## config.mk

```make
export PLATFORM = sky130hd
export DESIGN_NAME = demux1x8_reg
export DESIGN_NICKNAME = d
export VERILOG_FILES = /design/src/rtl/demux1x8_reg.sv
export SDC_FILE = /design/constraint.sdc
export NUM_CORES = 1
export LEC_CHECK = 0
export CORE_AREA = 4 4 41 43
export CTS_BUF_LIST = sky130_fd_sc_hd__clkbuf_16
export DETAILED_ROUTE_END_ITERATION = 7
export DIE_AREA = 0 0 45 47
export MAX_ROUTING_LAYER = met4
export PLACE_DENSITY = 0.57
export SYNTH_ARGS = -nofsm -noshare
export SYNTH_HDL_FRONTEND = slang
export SYNTH_SLANG_ARGS = --single-unit
```

## constraint.sdc

```tcl
create_clock -name clk -period 1.17 [get_ports clk]
set_input_delay 0.234 -clock clk [delete_from_list [all_inputs] [get_ports clk]]
set_output_delay 0.234 -clock clk [all_outputs]
set_load 0.005 [all_outputs]
```

## src/rtl/demux1x8_reg.sv

```systemverilog
// Registered 1-to-8 demultiplexer.
// Each destination is an independent register slice; the slice whose index
// matches {x2,x1,x0} captures `in` and every other slice clears, so after an
// enabled edge at most one output is nonzero. All outputs come straight from
// flops, giving one cycle of latency and glitch-free destinations.

module demux1x8_lane #(
    parameter int               DATA_W    = 1,
    parameter logic [DATA_W-1:0] RESET_VAL = '0,
    parameter logic [2:0]        LANE_SEL  = 3'd0
) (
    input  logic              clk,
    input  logic              rst_n,
    input  logic              en,
    input  logic [2:0]        sel,
    input  logic [DATA_W-1:0] in,
    output logic [DATA_W-1:0] q
);

    // Capture data when this lane is selected, clear otherwise; hold when disabled.
    always_ff @(posedge clk or negedge rst_n) begin
        if (!rst_n)
            q <= RESET_VAL;
        else if (en)
            q <= (sel == LANE_SEL) ? in : '0;
    end

endmodule

module demux1x8_reg #(
    parameter int                DATA_W    = 1,
    parameter logic [DATA_W-1:0] RESET_VAL = '0
) (
    input  logic              clk,
    input  logic              rst_n,
    input  logic              en,
    input  logic              x0,
    input  logic              x1,
    input  logic              x2,
    input  logic [DATA_W-1:0] in,
    output logic [DATA_W-1:0] a,
    output logic [DATA_W-1:0] b,
    output logic [DATA_W-1:0] c,
    output logic [DATA_W-1:0] d,
    output logic [DATA_W-1:0] e,
    output logic [DATA_W-1:0] f,
    output logic [DATA_W-1:0] g,
    output logic [DATA_W-1:0] h
);

    localparam int NUM_LANES = 8;

    logic [2:0]                        sel;
    logic [NUM_LANES-1:0][DATA_W-1:0]  lane_q;

    assign sel = {x2, x1, x0};

    for (genvar i = 0; i < NUM_LANES; i++) begin : g_lane
        demux1x8_lane #(
            .DATA_W   (DATA_W),
            .RESET_VAL(RESET_VAL),
            .LANE_SEL (3'(i))
        ) u_lane (
            .clk  (clk),
            .rst_n(rst_n),
            .en   (en),
            .sel  (sel),
            .in   (in),
            .q    (lane_q[i])
        );
    end

    assign a = lane_q[0];
    assign b = lane_q[1];
    assign c = lane_q[2];
    assign d = lane_q[3];
    assign e = lane_q[4];
    assign f = lane_q[5];
    assign g = lane_q[6];
    assign h = lane_q[7];

endmodule

```

; ---- Word level (Yosys, flattened, before mapping)
; Cells that the tools add are included.
[classes]
reduce_logical = 1
n_eq_ne = 7
n_mux = 8
[ops]
columns = cell, count
row1 = == test 3 bit (second input constant), 4
row2 = two-way mux 1 bit, 8
row3 = == test 3 x 2 -> 1 bit (second input constant), 2
row4 = == test 3 x 1 -> 1 bit (second input constant), 1
row5 = zero test 3 bit, 1
[word_totals]
out_inout_bits = 8
inputBits = 7
elab_cells = 24
register_bits = 8

; ---- Logic depth before layout (Yosys ltp)
; Gate-level depths: netlist (run 1).
[depth]
word_depth = 2
depth_mapped = 3
mapped_depth_nobuf = 2

; ---- Hierarchy
; From an unflattened synthesis (run 1), not the netlist that was laid out.
[unflattened]
hier_cells = 30
area_unflattened_um2 = 370.4
[by_module_without_submodules]
columns = mod, seq_area_each_um2, instances, area_each_um2, cells_per_inst
row1 = demux1x8_lane at g_lane[5].u_lane ..., 25.0, 2, 50.0, 3
row2 = demux1x8_lane at g_lane[4].u_lane ..., 25.0, 2, 45.0, 4
row3 = demux1x8_lane at g_lane[1].u_lane ..., 25.0, 2, 43.8, 4
row4 = demux1x8_lane at g_lane[0].u_lane, 25.0, 1, 51.3, 4
row5 = demux1x8_lane at g_lane[3].u_lane, 25.0, 1, 41.3, 4

; ---- Least setup slack after synthesis (run 1)
; Ideal clock, no wire load.
[synth_timing]
path_type = register to register
start = reg, netlist name g_lane[4].u_lane.q
end = reg g_lane[4].u_lane.q
path_stages_with_launch = 3
period_less_slack_ns = 0.790
required_time_ns = 1.050
n_path_buf = 0
setup_time_ns = 0.120
path_slack_ns = 0.380
arrival_ns = 0.670
path_cell_list = dfrtp_1 > nor2b_1 > a41o_1
[synth_lines]
columns = element, line
row1 = end signal: assignment, 25  ; q <= (sel == LANE_SEL) ? in : '0;
row2 = end: declaration, 17  ; output logic [DATA_W-1:0] q

; ---- Final worst setup path (run 1)
[layout_timing]
start = reg g_lane[5].u_lane.q
end = out f
[layout_lines]
columns = element, line
row1 = start: declaration, 17
row2 = start signal: assignment, 25
row3 = end: declaration, 46  ; output logic [DATA_W-1:0] f,
; No word-level cell between the ends.

==> results of run 1 <==
[cells in the mapped netlist]
| master | number |
|---|---|
| dfrtp_1 | 8 |
| mux2i_1 | 1 |
| nand4_1 | 1 |
| nor2b_2 | 1 |
| nor2b_1 | 9 |
| a41o_1 | 4 |
| nor2_1 | 1 |
| buf_6 | 1 |
| inv_1 | 1 |
| a31o_1 | 3 |
[placed cells by master, fill, tap and decap left out, drive strengths merged]
master,netlist,routed
dfrtp,8,8
clkbuf,0,3
buf,1,3
a31o,3,3
dlygate4sd2,0,8
mux2i,1,1
inv,1,1
clkdlybuf4s50,0,6
a41o,4,4
nor2b,10,10
nand4,1,1
nor2,1,1
[how the worst min path moves through the flow]
| stage | startpoint | to | cells past startpoint |
|---|---|---|---|
| after floorplan | rst_n | g_lane[0].u_lane.q | 0 |
| after global placement | g_lane[7].u_lane.q | g_lane[7].u_lane.q | 2 |
| after detailed placement | g_lane[7].u_lane.q | g_lane[7].u_lane.q | 2 |
| after CTS | rst_n | g_lane[5].u_lane.q | 1 |
| after global routing | rst_n | g_lane[5].u_lane.q | 1 |
| final | rst_n | g_lane[5].u_lane.q | 1 |
[power by group]
part / switching [mW] / internal (mW) / total, mW
Combinational: 0.0374 / 0.0522 / 0.0897
Clock: 0.120 / 0.439 / 0.559
Sequential: 0.00429 / 0.288 / 0.292
[kinds of logic after synthesis]
kind of cell	Yosys count
simple gates	12
flops	8
compound gates	7
buf+inv	2
mux	1
[cell type report]
type | count | share of cell area (%)
inverters | 1 | 0.6110
flip-flops and latches | 8 | 32.59
well taps | 15 | 3.055
repair buffers | 17 | 26.88
multi-input cells | 20 | 24.64
clock buffers | 3 | 12.22
[stage by stage]
stage	setup WS [ns]	utilization [%]	setup TNS [ns]
CTS	0.06564	47.21	0
finish	0.07484	47.21	0
global placement	-0.08514	42.21	-0.4666
detailed placement	-0.1065	42.21	-0.5455
global route	0.04814	47.21	0
floorplan	0.3799	-	0
[repair_timing]
item | 4_1_cts | 5_1_grt
gates resized for setup | 8 | 0
setup buffers | 0 | 0
endpoints found under the hold margin | 0 | 0
endpoints found under the setup margin | 8 | 0
[layer usage]
layer | up-vias | GRT usage (%) | wire length [um]
met5 | - | - | 0
met4 | 0 | 5.263 | 0
met3 | 0 | 2.299 | 62
met2 | 12 | 12.71 | 379
met1 | 139 | 10.30 | 348
li1 | 151 | - | -
==> results.md, run 1 <==
* Crit-path max cell delay at 0.37 ns
* DRT Pass-1 Iters at 4
* Synth Area in Simple Gates at 20.48%
* Routability congestion estimate from global placement at 0.7650
* Starting Density at 28.17%
* Syn avg cell area at 12.22 um2
* CTS Sinks at 8
* Initial antenna violation count at 0
* H-tree depth at 1
* Total Routing Usage GR at approximately 8.6%
* Port-buffer cells at 14
* XOR/XNOR Fraction of Synth Area at 0%
* Arrival @ worst endpoint at 0.86 ns
* R2r endpoint: g_lane[5].u_lane.q
* Worst setup path endpoint: f
* Antenna Cells at 0
* HPWL after DPL at 634 um
* YS warnings at 0
* Critical Path Source Type: flop
* Highest Clock Rate at 0.9131 GHz
* First-pass GRT wire length at approximately 1200 um
* Crit path buf inv count at 1
* Initial DRC Count at 3
* Critical path's slowest cell: dfrtp_1
* Final hold violations at 0
* Reg2reg start: g_lane[5].u_lane.q
* Max FO, Critical Path at 2
* Vias in the first global route at 283
* Final period demand of the worst path at roughly 1.1 ns
* Avg WL per Cell at 12.34 um
* Nets at 58
* CP delay by family, top: flip-flops
* Leak at 0.3358 nW
* Status: finished clean
* Largest reg by FF count: g_lane.u_lane.q
* Longest Clk Path Bufs at 2
* RSZ-0062 raised after global routing: false
* Area of the multi-input gates at 151.4 um2
* Post-route cell area at 614.3 um2
* Worst vdd ir at between 0.0009 and 0.001 V
* Total grt overflow at 0
* Pwr Total at 941.6 uW
* Post-Place Cell Area at 549.3 um2
* Mapped Cells at 30
* Setup violators final at 0
* WL final at 790 um
* Synth Area in Adders at 0%
* Worst hold path type: in -> async
* CTS tree: yes
* Setup Skew at 0 ns
* Compound-Gate Fraction of Synth Area at a little under a fifth
* Via Count at 302
* Reg2Reg Depth at 2
* Filler cells at 119
* Synth Cell Area at ~370 um2
* Sequential Area at 200.2 um2
* WHS at 0.2871 ns
* Pwr/cell area at 1533 nW/um2
* Clock-pin slew on the worst setup and hold paths at roughly 0.040 ns
* R2R Setup Slk at roughly 0.35 ns
* Syn nets at 37
* Normalized max-slew margin at 75.92%
* Largest family of logic cells by synthesized area: simple AND/OR/NAND/NOR gates
* Non-Filler Instances at 64
* Top cell type's share of synthesized area at around 55%
* Multiplexer area fraction after synthesis at 2.730%
* Synth top area cells: dfrtp_1 (55%), nor2b_1 (15%), a41o_1 (11%), a31o_1 (7.2%), buf_6 (3.1%)
* Die area at 2115 um2
* Hold bufs inserted after CTS at 0
* Cell taking the most area after synthesis: dfrtp_1
* Layout area overhead at 67.58%
* Post-synth cell types at 10
* Antenna-violating nets left at 0
* Critical path class: reg -> out
* Ports at 15
* Max FFs per register at 8
* DIE WIDTH at 45 um
* Biggest regs: g_lane.u_lane.q (8)
* Clock root buffer: clkbuf_16
* Worst slew pin tran at 0.3601 ns
* Core Box Area at 1301 um2
* Die Y at 47 um
* Post-synthesis sequential area ratio at roughly 55%
* DRC errors left at 0
* Cell chain of the critical path: dlygate4sd2_1
* Pin count of the biggest net entering global routing at 16
* Post-synthesis register bit count at 8
* Period utilization at between 90 and 100%
* Vias per Instance at about 4.7
* Ratio of cells with drive above 1 in the final layout at 14.29%
* Crit. Startpoint: g_lane[5].u_lane.q
* Site Rows at 13
* Inserted Clock Buffers at 3
* Fin. max-slew vios at 0
* DP Cell Count at 61
* Critical Path Stages at 1
* Crit. End Element: primary output
* Max cap viols at 0
* CP required at 0.94 ns
* Worst-Skew Late Latency at 0.23 ns
Note: power is estimated with default switching activity, not from simulation.
==> run 2: changes to the inputs <==
- ABC_CLOCK_PERIOD_IN_PS: not set -> 1170
- CORE_AREA: 4 4 41 43 -> 4 4 42 44
- DIE_AREA: 0 0 45 47 -> 0 0 46 48
- PLACE_DENSITY: 0.57 -> 0.55
==> results.md, run 2 (synthesis results as in run 1) <==
* Status: finished clean (unchanged)
* Site Rows at 14 (was 13)
* Critical Path Source Type: flop (unchanged)
* Vias per Instance at 4.621 (was 4.719)
* Vias in the first global route at 307 (was 283)
* Total Routing Usage GR at 9.783% (was 8.574%)
* Largest reg by FF count: g_lane.u_lane.q (unchanged)
* Commonest cells after routing, fill and taps aside: nor2b_1 (9), dfrtp_1 (8), dlygate4sd2_1 (8), clkdlybuf4s50_1 (6) (was nor2b_1 (9), dfrtp_1 (8), dlygate4sd2_1 (8), clkdlybuf4s50_1 (6), a41o_1 (4))
* DIE WIDTH at 46 um (was 45 um)
* Clock-pin slew on the worst setup and hold paths at 0.04 ns (about the same)
* WL final at 837 um (was 790 um)
* Die Y at 48 um (was 47 um)
* DRT Pass-1 Iters at 2 (was 4)
* Port-buffer cells at 14 (unchanged)
* Longest Clk Path Bufs at 2 (unchanged)
* Max FFs per register at 8 (unchanged)
* Die area at 2208 um2 (was 2115 um2)
* Worst hold path type: in -> async (unchanged)
* Starting Density at 25.52% (was 28.17%)
* Core Box Area at 1436 um2 (was 1301 um2)
* Crit path buf inv count at 1 (unchanged)
* Initial antenna violation count at 0 (unchanged)
* Final Util at 42.51% (was 47.21%)
* Non-Filler Instances at 66 (was 64)
* CTS tree: yes (unchanged)
* Worst-Skew Late Latency at 0.23 ns (about the same)
* H-tree depth at 1 (unchanged)
* Worst vdd ir at 0.0007857 V (was 0.0009474 V)
* Hold bufs inserted after CTS at 0 (unchanged)
* Leak at 0.3360 nW (was 0.3358 nW)
* Clock root buffer: clkbuf_16 (unchanged)
* Highest Clock Rate at 0.9090 GHz (was 0.9131 GHz)
* Critical path class: reg -> out (unchanged)
* Total grt overflow at 0 (unchanged)
* Layout area overhead at 66.55% (was 67.58%)
* Pin count of the biggest net entering global routing at 16 (unchanged)
* Setup violators final at 0 (unchanged)
* Crit-path max cell delay at 0.37 ns (about the same)
* DRC errors left at 0 (unchanged)
* Final period demand of the worst path at 1.100 ns (was 1.095 ns)
* Ports at 15 (unchanged)
* Pwr/cell area at 1556 nW/um2 (was 1533 nW/um2)
* Pwr Total at 949.9 uW (was 941.6 uW)
* Antenna Cells at 0 (unchanged)
* Biggest regs: g_lane.u_lane.q (8) (unchanged)
* Initial DRC Count at 2 (was 3)
* CTS Sinks at 8 (unchanged)
* Nets at 59 (was 58)
* Post-Place Cell Area at 545.5 um2 (was 549.3 um2)
* Max FO, Critical Path at 2 (unchanged)
* Cell chain of the critical path: dlygate4sd2_1 (unchanged)
* Period utilization at 94.03% (was 93.60%)
* Crit. End Element: primary output (unchanged)
* Commonest non-fill, non-tap cell in the layout: nor2b_1 (unchanged)
* DP Cell Count at 63 (was 61)
* Setup Skew at 0 ns (unchanged)
* Critical path's slowest cell: dfrtp_1 (unchanged)
* Antenna-violating nets left at 0 (unchanged)
* Worst slew pin tran at 0.3682 ns (was 0.3601 ns)
* Inserted Clock Buffers at 3 (unchanged)
* Arrival @ worst endpoint at 0.87 ns (was 0.86 ns)
* Post-CTS Setup Bufs at 0 (unchanged)
* Avg WL per Cell at 12.68 um (was 12.34 um)
* Routability congestion estimate from global placement at 0.7266 (was 0.7650)
* First-pass GRT wire length at 1352 um (was 1242 um)
* Max cap viols at 0 (unchanged)
* RSZ-0062 raised after global routing: false (unchanged)
* CP delay by family, top: flip-flops (unchanged)
* HPWL after DPL at 647.9 um (was 634 um)
* Total negative slack at 0 ns (unchanged)
* Post-cts gate resize count at 8 (unchanged)
* Via Count at 305 (was 302)
* Normalized max-slew margin at 75.37% (was 75.92%)
* Fin. max-slew vios at 0 (unchanged)
* CP required at 0.94 ns (about the same)
* R2R Setup Slk at 0.36 ns (was 0.35 ns)
* Post-route cell area at 610.6 um2 (was 614.3 um2)
* Final hold violations at 0 (unchanged)
* Ratio of cells with drive above 1 in the final layout at 16.00% (was 14.29%)
-- run 2: cell types whose count changed in the layout (fill, tap and decap cells not counted), sizes merged --
cell	before	now
buf	3	4
-- run 2: layer usage --
layer	global-route usage (%)	part of all wire (%)	up-vias
met2	14.01	38	15
met1	10.66	49	137
met3	2.256	9.7	2
met5	-	0	-
li1	-	-	151
met4	10.23	3.5	0
-- run 2: area by class of cell --
class / instances / area [um2]
tap: 16 / 20.02
sequential: 8 / 200.2
inverter: 1 / 3.754
fill: 140 / 825.8
clock buffer: 3 / 75.07
multi-input combinational: 20 / 151.4
timing repair buffer: 18 / 160.2
-- run 2: path summary, 6_finish.rpt --
check | from | to | cells after the start
max | g_lane[6].u_lane.q | g | 1
min | rst_n | g_lane[2].u_lane.q | 1
max reg2reg | g_lane[3].u_lane.q | g_lane[3].u_lane.q | 2
min reg2reg | g_lane[7].u_lane.q | g_lane[7].u_lane.q | 2
max in group asynchronous | rst_n | g_lane[3].u_lane.q | 1
min in group clk | g_lane[7].u_lane.q | g_lane[7].u_lane.q | 2
-- run 2: power by group --
part	internal (mW)	switching, mW	total, mW
Clock	0.440	0.130	0.570
Combinational	0.0498	0.0377	0.0875
Sequential	0.288	0.00406	0.292
Total	0.778	0.172	0.950
-- run 2: through the flow --
step,setup slack [ns],hold slack [ns]
2_1_floorplan,0.3799,-0.06159
3_5_place_dp,-0.1045,0.5171
5_1_grt,0.04073,0.3162
6_report,0.06989,0.2845
4_1_cts,0.06744,0.3011
3_3_place_gp,-0.09492,0.5134
==> run 3: changes to the inputs <==
- CORE_AREA: 4 4 42 44 -> 2 2 40 42
- CTS_BUF_LIST: sky130_fd_sc_hd__clkbuf_16 -> not set
- DIE_AREA: 0 0 46 48 -> 0 0 42 44
==> results.md, run 3 (synthesis results as in run 1) <==
* Longest Clk Path Bufs at 2 (unchanged)
* Critical path's slowest cell: dfrtp_1 (unchanged)
* Pwr/cell area at 1059 nW/um2 (was 1556 nW/um2)
* Pin count of the biggest net entering global routing at 16 (unchanged)
* Vias per Instance at 4.738 (was 4.621)
* Crit-path max cell delay at 0.39 ns (was 0.37 ns)
* Status: finished clean (unchanged)
* DRT Pass-1 Iters at 2 (unchanged)
* Vias in the first global route at 319 (was 307)
* CP delay by family, top: flip-flops (unchanged)
* Crit. End Element: primary output (unchanged)
* Arrival @ worst endpoint at 0.92 ns (was 0.87 ns)
* Starting Density at 25.84% (was 25.52%)
* Total grt overflow at 0 (unchanged)
* Normalized max-slew margin at 76.04% (was 75.37%)
* Worst slew pin tran at 0.3583 ns (was 0.3682 ns)
* Clock root buffer: clkbuf_4 (was clkbuf_16)
* CTS Sinks at 8 (unchanged)
* Setup violators final at 0 (unchanged)
* Layout area overhead at 53.92% (was 66.55%)
* DIE WIDTH at 42 um (was 46 um)
* Site Rows at 14 (unchanged)
* Post-CTS Setup Bufs at 0 (unchanged)
* Max FO, Critical Path at 2 (unchanged)
* DRC errors left at 0 (unchanged)
* Critical path class: reg -> out (unchanged)
* R2R Setup Slk at 0.33 ns (was 0.36 ns)
* Antenna Cells at 0 (unchanged)
* Commonest non-fill, non-tap cell in the layout: nor2b_1 (unchanged)
* WHS at 0.2508 ns (was 0.2845 ns)
* Worst vdd ir at 0.0005951 V (was 0.0007857 V)
* Largest reg by FF count: g_lane.u_lane.q (unchanged)
* Initial DRC Count at 5 (was 2)
* Worst-Skew Late Latency at 0.25 ns (was 0.23 ns)
* Commonest cells after routing, fill and taps aside: nor2b_1 (9), dfrtp_1 (8), dlygate4sd2_1 (7), clkdlybuf4s50_1 (6), a41o_1 (4) (was nor2b_1 (9), dfrtp_1 (8), dlygate4sd2_1 (8), clkdlybuf4s50_1 (6))
* Reg2reg start: g_lane[4].u_lane.q (was g_lane[3].u_lane.q)
* Initial antenna violation count at 0 (unchanged)
* Biggest regs: g_lane.u_lane.q (8) (unchanged)
* Max FFs per register at 8 (unchanged)
* Via Count at 308 (was 305)
* RSZ-0062 raised after global routing: false (unchanged)
* Ports at 15 (unchanged)
* CTS tree: yes (unchanged)
* Max cap viols at 0 (unchanged)
* Leak at 0.3093 nW (was 0.3360 nW)
* R2r endpoint: g_lane[4].u_lane.q (was g_lane[3].u_lane.q)
* Setup Skew at 0 ns (unchanged)
* Die area at 1848 um2 (was 2208 um2)
* First-pass GRT wire length at 1421 um (was 1352 um)
* Die Y at 44 um (was 48 um)
* Reg2Reg Depth at 2 (unchanged)
* Crit. Startpoint: g_lane[4].u_lane.q (was g_lane[6].u_lane.q)
* Final period demand of the worst path at 1.154 ns (was 1.100 ns)
* Routability congestion estimate from global placement at 0.7358 (was 0.7266)
* Final hold violations at 0 (unchanged)
* H-tree depth at 1 (unchanged)
* Pwr Total at 597.4 uW (was 949.9 uW)
* Antenna-violating nets left at 0 (unchanged)
* Fin. max-slew vios at 0 (unchanged)
* Nets at 58 (was 59)
* Total Routing Usage GR at 11.27% (was 9.783%)
* Port-buffer cells at 14 (unchanged)
* Highest Clock Rate at 0.8662 GHz (was 0.9090 GHz)
* WL final at 817 um (was 837 um)
* Critical Path Source Type: flop (unchanged)
* Inserted Clock Buffers at 3 (unchanged)
* Cell chain of the critical path: dlygate4sd2_1 (unchanged)
* Worst hold path type: in -> async (unchanged)
* CP required at 0.94 ns (about the same)
* Period utilization at 98.67% (was 94.03%)
* Ratio of cells with drive above 1 in the final layout at 14.29% (was 16.00%)
* Clock-pin slew on the worst setup and hold paths at 0.06 ns (was 0.04 ns)
* Core Box Area at 1419 um2 (was 1436 um2)
* Crit path buf inv count at 1 (unchanged)
* Avg WL per Cell at 12.57 um (was 12.68 um)
## run 3: changes by cell type in the layout (fill, tap and decap cells not counted)
cell | before | now
buf_4 | 4 | 2
clkdlybuf4s15_1 | 0 | 1
clkbuf_4 | 0 | 3
clkbuf_16 | 3 | 0
dlygate4sd2_1 | 8 | 7
buf_12 | 0 | 1
## run 3: worst max-delay path by stage
stage,depth (start not counted),slack (ns),endpoint
4_1_cts,1,0.02,e
2_1_floorplan,2,0.38,g_lane[4].u_lane.q
3_3_place_gp,4,-0.08,g_lane[4].u_lane.q
6_report,1,0.02,e
3_5_place_dp,4,-0.09,g_lane[4].u_lane.q
5_1_grt,1,0.006,h
## run 3: final cells by class
class                   instances  area [um2]
well taps                      16       20.02
fillers                       139       854.6
repair buffers                 17       166.4
multi-input cells              20       151.4
flip-flops and latches          8       200.2
inverters                       1       3.754
clock buffers                   3       22.52
## run 3: timing repair
item,4_1_cts,5_1_grt
hold buffers,0,0
endpoints found under the setup margin,8,1
hold endpoints to repair,0,0
resized for setup,8,1
## run 3: stage by stage
| step | setup slack, ns | TNS [ns] | util [%] | area, um2 | cells |
|---|---|---|---|---|---|
| 2_1_floorplan | 0.3799 | 0 | - | 366.6 | 30 |
| 3_3_place_gp | -0.07985 | -0.4506 | 38.80 | 550.5 | 62 |
| 3_5_place_dp | -0.09217 | -0.5417 | 38.80 | 550.5 | 62 |
| 4_1_cts | 0.01906 | 0 | 39.68 | 563.0 | 65 |
| 5_1_grt | 0.006143 | 0 | 39.77 | 564.3 | 65 |
| 6_report | 0.01554 | 0 | 39.77 | 564.3 | 65 |
## run 3: where the power goes
group / total [mW] / switching [mW] / internal, mW
clock network: 0.215 / 0.0977 / 0.118
registers: 0.291 / 0.00455 / 0.287
logic: 0.0908 / 0.0382 / 0.0525
total: 0.597 / 0.141 / 0.457
## run 3: layer usage
metal	part of all wire (%)	global-route usage, %
met1	47	12.47
met4	0.98	11.61
met2	47	15.94
met3	4.5	2.917
met5	0	-
